[config.mk]
export PLATFORM = sky130hd
export DESIGN_NAME = alu_issue_stage
export DESIGN_NICKNAME = d
export VERILOG_FILES = /design/src/rtl/alu_issue_stage.sv
export SDC_FILE = /design/constraint.sdc
export NUM_CORES = 1
export LEC_CHECK = 0
export CAP_MARGIN = 25
export CORE_ASPECT_RATIO = 0.8
export CORE_MARGIN = 5
export CORE_UTILIZATION = 48
export DETAILED_ROUTE_END_ITERATION = 10
export GPL_TIMING_DRIVEN = 0
export PLACE_DENSITY = 0.8
export SYNTH_ARGS = -nofsm -noshare
export SYNTH_HDL_FRONTEND = slang
export SYNTH_SLANG_ARGS = --single-unit
[constraint.sdc]
create_clock -name CLK -period 1.6 [get_ports CLK]
set_input_delay 0.16 -clock CLK [delete_from_list [all_inputs] [get_ports CLK]]
set_output_delay 0.16 -clock CLK [all_outputs]
set_load 0.03 [all_outputs]
[src/rtl/alu_issue_stage.sv]
// Two-stage execute front-end for LC-3b operate instructions.
// Stage 1 decodes and registers the ALU operands. An external combinational
// ALU computes the result from those registers. Stage 2 captures that result
// with its condition codes and offers it as a writeback packet. The packet
// uses valid/ready backpressure.
module alu_issue_stage #(
  parameter int WIDTH = 16,
  parameter int CNT_W = 16
) (
  input  logic             CLK,
  input  logic             RESET_N,
  input  logic             IN_VALID,
  output logic             IN_READY,
  input  logic [WIDTH-1:0] IN_IR,
  input  logic [WIDTH-1:0] IN_SR1,
  input  logic [WIDTH-1:0] IN_SR2,
  output logic [WIDTH-1:0] ALU_A,
  output logic [WIDTH-1:0] ALU_B,
  output logic [1:0]       ALU_OP,
  input  logic [WIDTH-1:0] ALU_RESULT,
  output logic             WB_VALID,
  input  logic             WB_READY,
  output logic [2:0]       WB_DR,
  output logic [WIDTH-1:0] WB_DATA,
  output logic [2:0]       WB_NZP,
  output logic             ERR,
  output logic [CNT_W-1:0] RETIRED
);

  localparam logic [3:0] OPC_ADD = 4'b0001;
  localparam logic [3:0] OPC_AND = 4'b0101;
  localparam logic [3:0] OPC_XOR = 4'b1001;
  localparam logic [3:0] OPC_SHF = 4'b1101;

  localparam logic [1:0] OP_ADD   = 2'b00;
  localparam logic [1:0] OP_AND   = 2'b01;
  localparam logic [1:0] OP_XOR   = 2'b10;
  localparam logic [1:0] OP_PASSA = 2'b11;

  logic             s1_valid;
  logic             s2_valid;
  logic [2:0]       s1_dr;
  logic             s1_adv;
  logic             s2_adv;
  logic             accept;
  logic             legal;
  logic [WIDTH-1:0] dec_a;
  logic [WIDTH-1:0] dec_b;
  logic [1:0]       dec_op;
  logic [WIDTH-1:0] imm5;
  logic [WIDTH-1:0] opnd2;
  logic [WIDTH-1:0] shf;
  logic [3:0]       amt;
  logic             wb_fire;

  // The SR1 register index is resolved upstream. Only its value arrives here.
  wire unused_sr1_sel = ^IN_IR[8:6];

  assign s2_adv   = !s2_valid || WB_READY;
  assign s1_adv   = !s1_valid || s2_adv;
  assign IN_READY = s1_adv;
  assign accept   = IN_VALID && s1_adv;
  assign WB_VALID = s2_valid;
  assign wb_fire  = s2_valid && WB_READY;

  assign imm5  = {{(WIDTH-5){IN_IR[4]}}, IN_IR[4:0]};
  assign opnd2 = IN_IR[5] ? imm5 : IN_SR2;
  assign amt   = IN_IR[3:0];

  // Shifter for SHF. IR[4]=0 is LSHF regardless of IR[5].
  always_comb begin
    shf = IN_SR1 << amt;
    if (IN_IR[4]) begin
      if (IN_IR[5]) shf = WIDTH'($signed(IN_SR1) >>> amt);
      else          shf = IN_SR1 >> amt;
    end
  end

  // Opcode decode into ALU operands and op select.
  always_comb begin
    legal  = 1'b1;
    dec_a  = IN_SR1;
    dec_b  = opnd2;
    dec_op = OP_ADD;
    case (IN_IR[15:12])
      OPC_ADD: dec_op = OP_ADD;
      OPC_AND: dec_op = OP_AND;
      OPC_XOR: dec_op = OP_XOR;
      OPC_SHF: begin
        dec_a  = shf;
        dec_b  = '0;
        dec_op = OP_PASSA;
      end
      default: legal = 1'b0;
    endcase
  end

  // Stage 1: operand registers. An illegal opcode is consumed as a bubble.
  always_ff @(posedge CLK or negedge RESET_N) begin
    if (!RESET_N) begin
      s1_valid <= 1'b0;
      ALU_A    <= '0;
      ALU_B    <= '0;
      ALU_OP   <= OP_ADD;
      s1_dr    <= '0;
    end else if (s1_adv) begin
      s1_valid <= IN_VALID && legal;
      if (IN_VALID) begin
        ALU_A  <= dec_a;
        ALU_B  <= dec_b;
        ALU_OP <= dec_op;
        s1_dr  <= IN_IR[11:9];
      end
    end
  end

  // Stage 2: capture the ALU result and its condition codes.
  // The packet fields hold their values while the stage is empty.
  always_ff @(posedge CLK or negedge RESET_N) begin
    if (!RESET_N) begin
      s2_valid <= 1'b0;
      WB_DR    <= '0;
      WB_DATA  <= '0;
      WB_NZP   <= 3'b010;
    end else if (s2_adv) begin
      s2_valid <= s1_valid;
      if (s1_valid) begin
        WB_DATA <= ALU_RESULT;
        WB_DR   <= s1_dr;
        if (ALU_RESULT[WIDTH-1]) WB_NZP <= 3'b100;
        else if (ALU_RESULT == '0) WB_NZP <= 3'b010;
        else WB_NZP <= 3'b001;
      end
    end
  end

  // Sticky illegal-opcode flag and the retired-instruction counter.
  always_ff @(posedge CLK or negedge RESET_N) begin
    if (!RESET_N) begin
      ERR     <= 1'b0;
      RETIRED <= '0;
    end else begin
      if (accept && !legal) ERR <= 1'b1;
      if (wb_fire) RETIRED <= RETIRED + 1'b1;
    end
  end

endmodule
==> results.md <==
- Diode count: 0
- Most Crowded Layer GR: met2
- Grt ovf: 0
- Placeable Area: 10100 µm²
- Syn. warnings: 0
- Main synth FF type: dfrtp_1
- Met2 Use GR: between 50% and 60%
- Dpl cells: between 800 and 900
- Io pins: about 140
- Routability Congestion: 1.01
- Share of layout cells above drive strength 1: 22.5%
- Number of synthesized register bits: 77
- CP Launch Type: register
- Die ar.: approximately 12000 µm²
- Die Height: 100 µm
- Global-route wire length before repair: 29800 µm
- Die width: between 100 and 150 µm
- Global Route met1 Usage: 41.0%
- Area growth syn-to-layout: 46.0%
- Drt first pass iters: 5
- Sequential group share of total power: 34.3%
- EDFF count, synth: 0
- Vias per inst: 6.23
- Worst Skew: 0.0102 ns
- F_max: 0.626 GHz
- Average size of a mapped cell: 9.25 µm²
- Leak: between 3 and 4 nW
- GRT Total Usage: 31.7%
- Drt total wl: 19900 µm
- Vias in the first global route: 5314
- Clk_lat worst skew: 0.35 ns
- NetSw: approximately 2.5 mW
- TritonCTS clock tree: built
- Worst-case headroom to the max-slew limit: a little under three fifths
- Rows: 33
- Clock power frac: 31.0%
- Hpwl dp: 14100 µm
- Clock sinks: 77
- H-tree depth: 3
- Final setup fails: 0
- Iter 0 DRT Violations: 536
- Fin crit share: 99.9%
- WL/cell: 23.9 µm
- Post-Syn Instances: roughly 530
- Hold Path Class: in2async
- CP arrival: 1.82 ns
- Syn_nets: 597
- Crit-path max FO: 4
- Period minus WS final: ~1.6 ns
- Final hold violation count: 0
- Combinational power share: roughly 35%
- Unique masters post-synth: 55
- Synth Cell Area: 4880 µm²
- CTS Buf Count: 9
- Final ANT Viol Nets: 0
- Max-cap violations: 0
- Fin Hold WS: 0.248 ns
- Initial antenna violation count: 0
- Seq/Total Area, Yosys: 39.5%
- PortBufs: 135
- Synth async-reset ratio: 100%
- Status: complete, no violations
- Routing usage on met3: 9.97%
- Clock tree root buffer cell: clkbuf_16
- Worst EP required: 1.82 ns
- Total power divided by cell area: 1000 nW/µm²
- Non-filler cells, final: 832
- CP endpoint kind: register
- Final core occ: 70.8%
- Final Slew Violations: 0
- Detailed-route via count: 5180
- Int Power: between 4 and 5 mW
- Max IR drop VDD: 0.000522 V
- Kind of critical path: reg2reg
- # DRC: 0
- Largest net degree at the start of global routing: 61
- Max clock buf depth: 2
- Clk pin slew, worst setup/hold paths: approximately 0.07 ns
- Starting Density: 48.5%
- Nets@finish: 756
- Switching Share: 35.1%
- Worst slew pin tran: 0.643 ns
[state kept, by name, summed over array words and instances, names as in the netlist, 2 cells and up]
register and flops:
ALU_B 16, ALU_OP 2, WB_NZP 2, s1_dr 3, WB_DR 3, ALU_A 16, RETIRED 16, WB_DATA 16
[synth_stat cells (8+ instances only)]
cell type,number,share of area [%]
nand4_1,10,1.3
clkbuf_1,24,1.8
o211ai_1,8,1.2
nor3_1,13,1.3
nand3_1,8,0.82
mux4_2,10,4.6
mux2_2,33,7.6
xnor2_1,11,2.0
nor2b_1,18,2.3
mux2i_1,30,6.2
nand2_1,66,5.1
dfrtp_1,76,39
nor2_1,45,3.5
a31oi_1,9,1.2
a211oi_1,8,1.2
a21oi_1,17,1.7
o21ai_0,42,4.3
[per-stage QoR]
step	cell area [µm²]	setup slack [ns]	power, mW	setup TNS, ns
floorplan	4990	-0.160	3.77	-1.14
global route	7130	-0.0507	7.42	-0.127
global placement	6520	-2.45	4.81	-189.24
detailed placement	6550	-0.935	4.88	-26.04
finish	7130	0.00180	7.16	0
CTS	6980	0.000577	7.07	0
[final timing paths]
kind                       startpoint          end  slack [ns]  depth (start not counted)
max reg2reg                RETIRED[0]  RETIRED[14]       0.002                          5
min                           RESET_N   RETIRED[6]        0.25                          2
max                        RETIRED[0]  RETIRED[14]       0.002                          5
min in group CLK           IN_SR1[12]    ALU_A[12]        0.30                          3
min reg2reg                  s1_dr[1]     s1_dr[1]        0.48                          2
max in group asynchronous     RESET_N    WB_NZP[1]        0.72                          3
[cell type report]
cell class / instances / area (µm²)
buffer: 42 / 303
sequential: 77 / 1930
multi-input combinational: 402 / 2950
clock buffer: 10 / 229
tap: 140 / 175
fill: 797 / 2950
clock inverter: 6 / 86.3
inverter: 7 / 26.3
timing repair buffer: 148 / 1430
[critical path, stage by stage, from the launching register on]
cell	delay [ns]
dfrtp_1	0.44
ha_2	0.23
nand4_1	0.18
nor3_2	0.19
nand4_1	0.21
xnor2_2	0.21
[power by group through the flow]
stage                     clock network, mW  logic, mW  registers, mW
after floorplan                           0      0.784           2.99
after global placement                    0       2.37           2.44
after detailed placement                  0       2.41           2.47
after CTS                              2.23       2.40           2.44
after global routing                   2.33       2.61           2.49
final                                  2.22       2.48           2.46
[cell usage in the layout (no fill, tap or decap), drive strengths merged, types with 8 or more instances in the layout]
cell type and n:
mux4 10, nand4 10, clkbuf 32, dlygate4sd2 35
clkdlybuf4s50 92, nand2 66, nor3 13, xnor2 11
inv 8, a21oi 17, nand3 8, nor2b 18
mux2i 30, buf 35, o211ai 8, a211oi 8
nor2 45, mux2 33, a31oi 9, dfrtp 76
o21ai 42
[cell families (layout without fill, tap and decap cells)]
group           count (synthesis)  count (layout)  synth area share [%]
flops                          77              77                  39.5
simple gates                  188             188                  18.0
compound gates                125             125                  16.7
fa+ha+maj                       1               1                 0.256
xor+xnor                       15              15                  2.69
mux                            73              73                  18.4
buf+inv                        49             213                  4.46
[routing by layer]
metal	wire [µm]	vias up
met3	2330	68
met2	9080	364
met4	605	0
li1	-	2239
met1	7860	2509
met5	0	-
[what timing repair did]
action | CTS | global route
endpoints found under the setup margin | 68 | 32
buffers inserted | 2 | 8
resized for setup | 79 | 49
hold endpoints to repair | 17 | 0
pin swaps | 6 | 9
cloned | 1 | 0
hold buffers | 1 | 0
No activity file was read; power rests on OpenSTA's default activity.
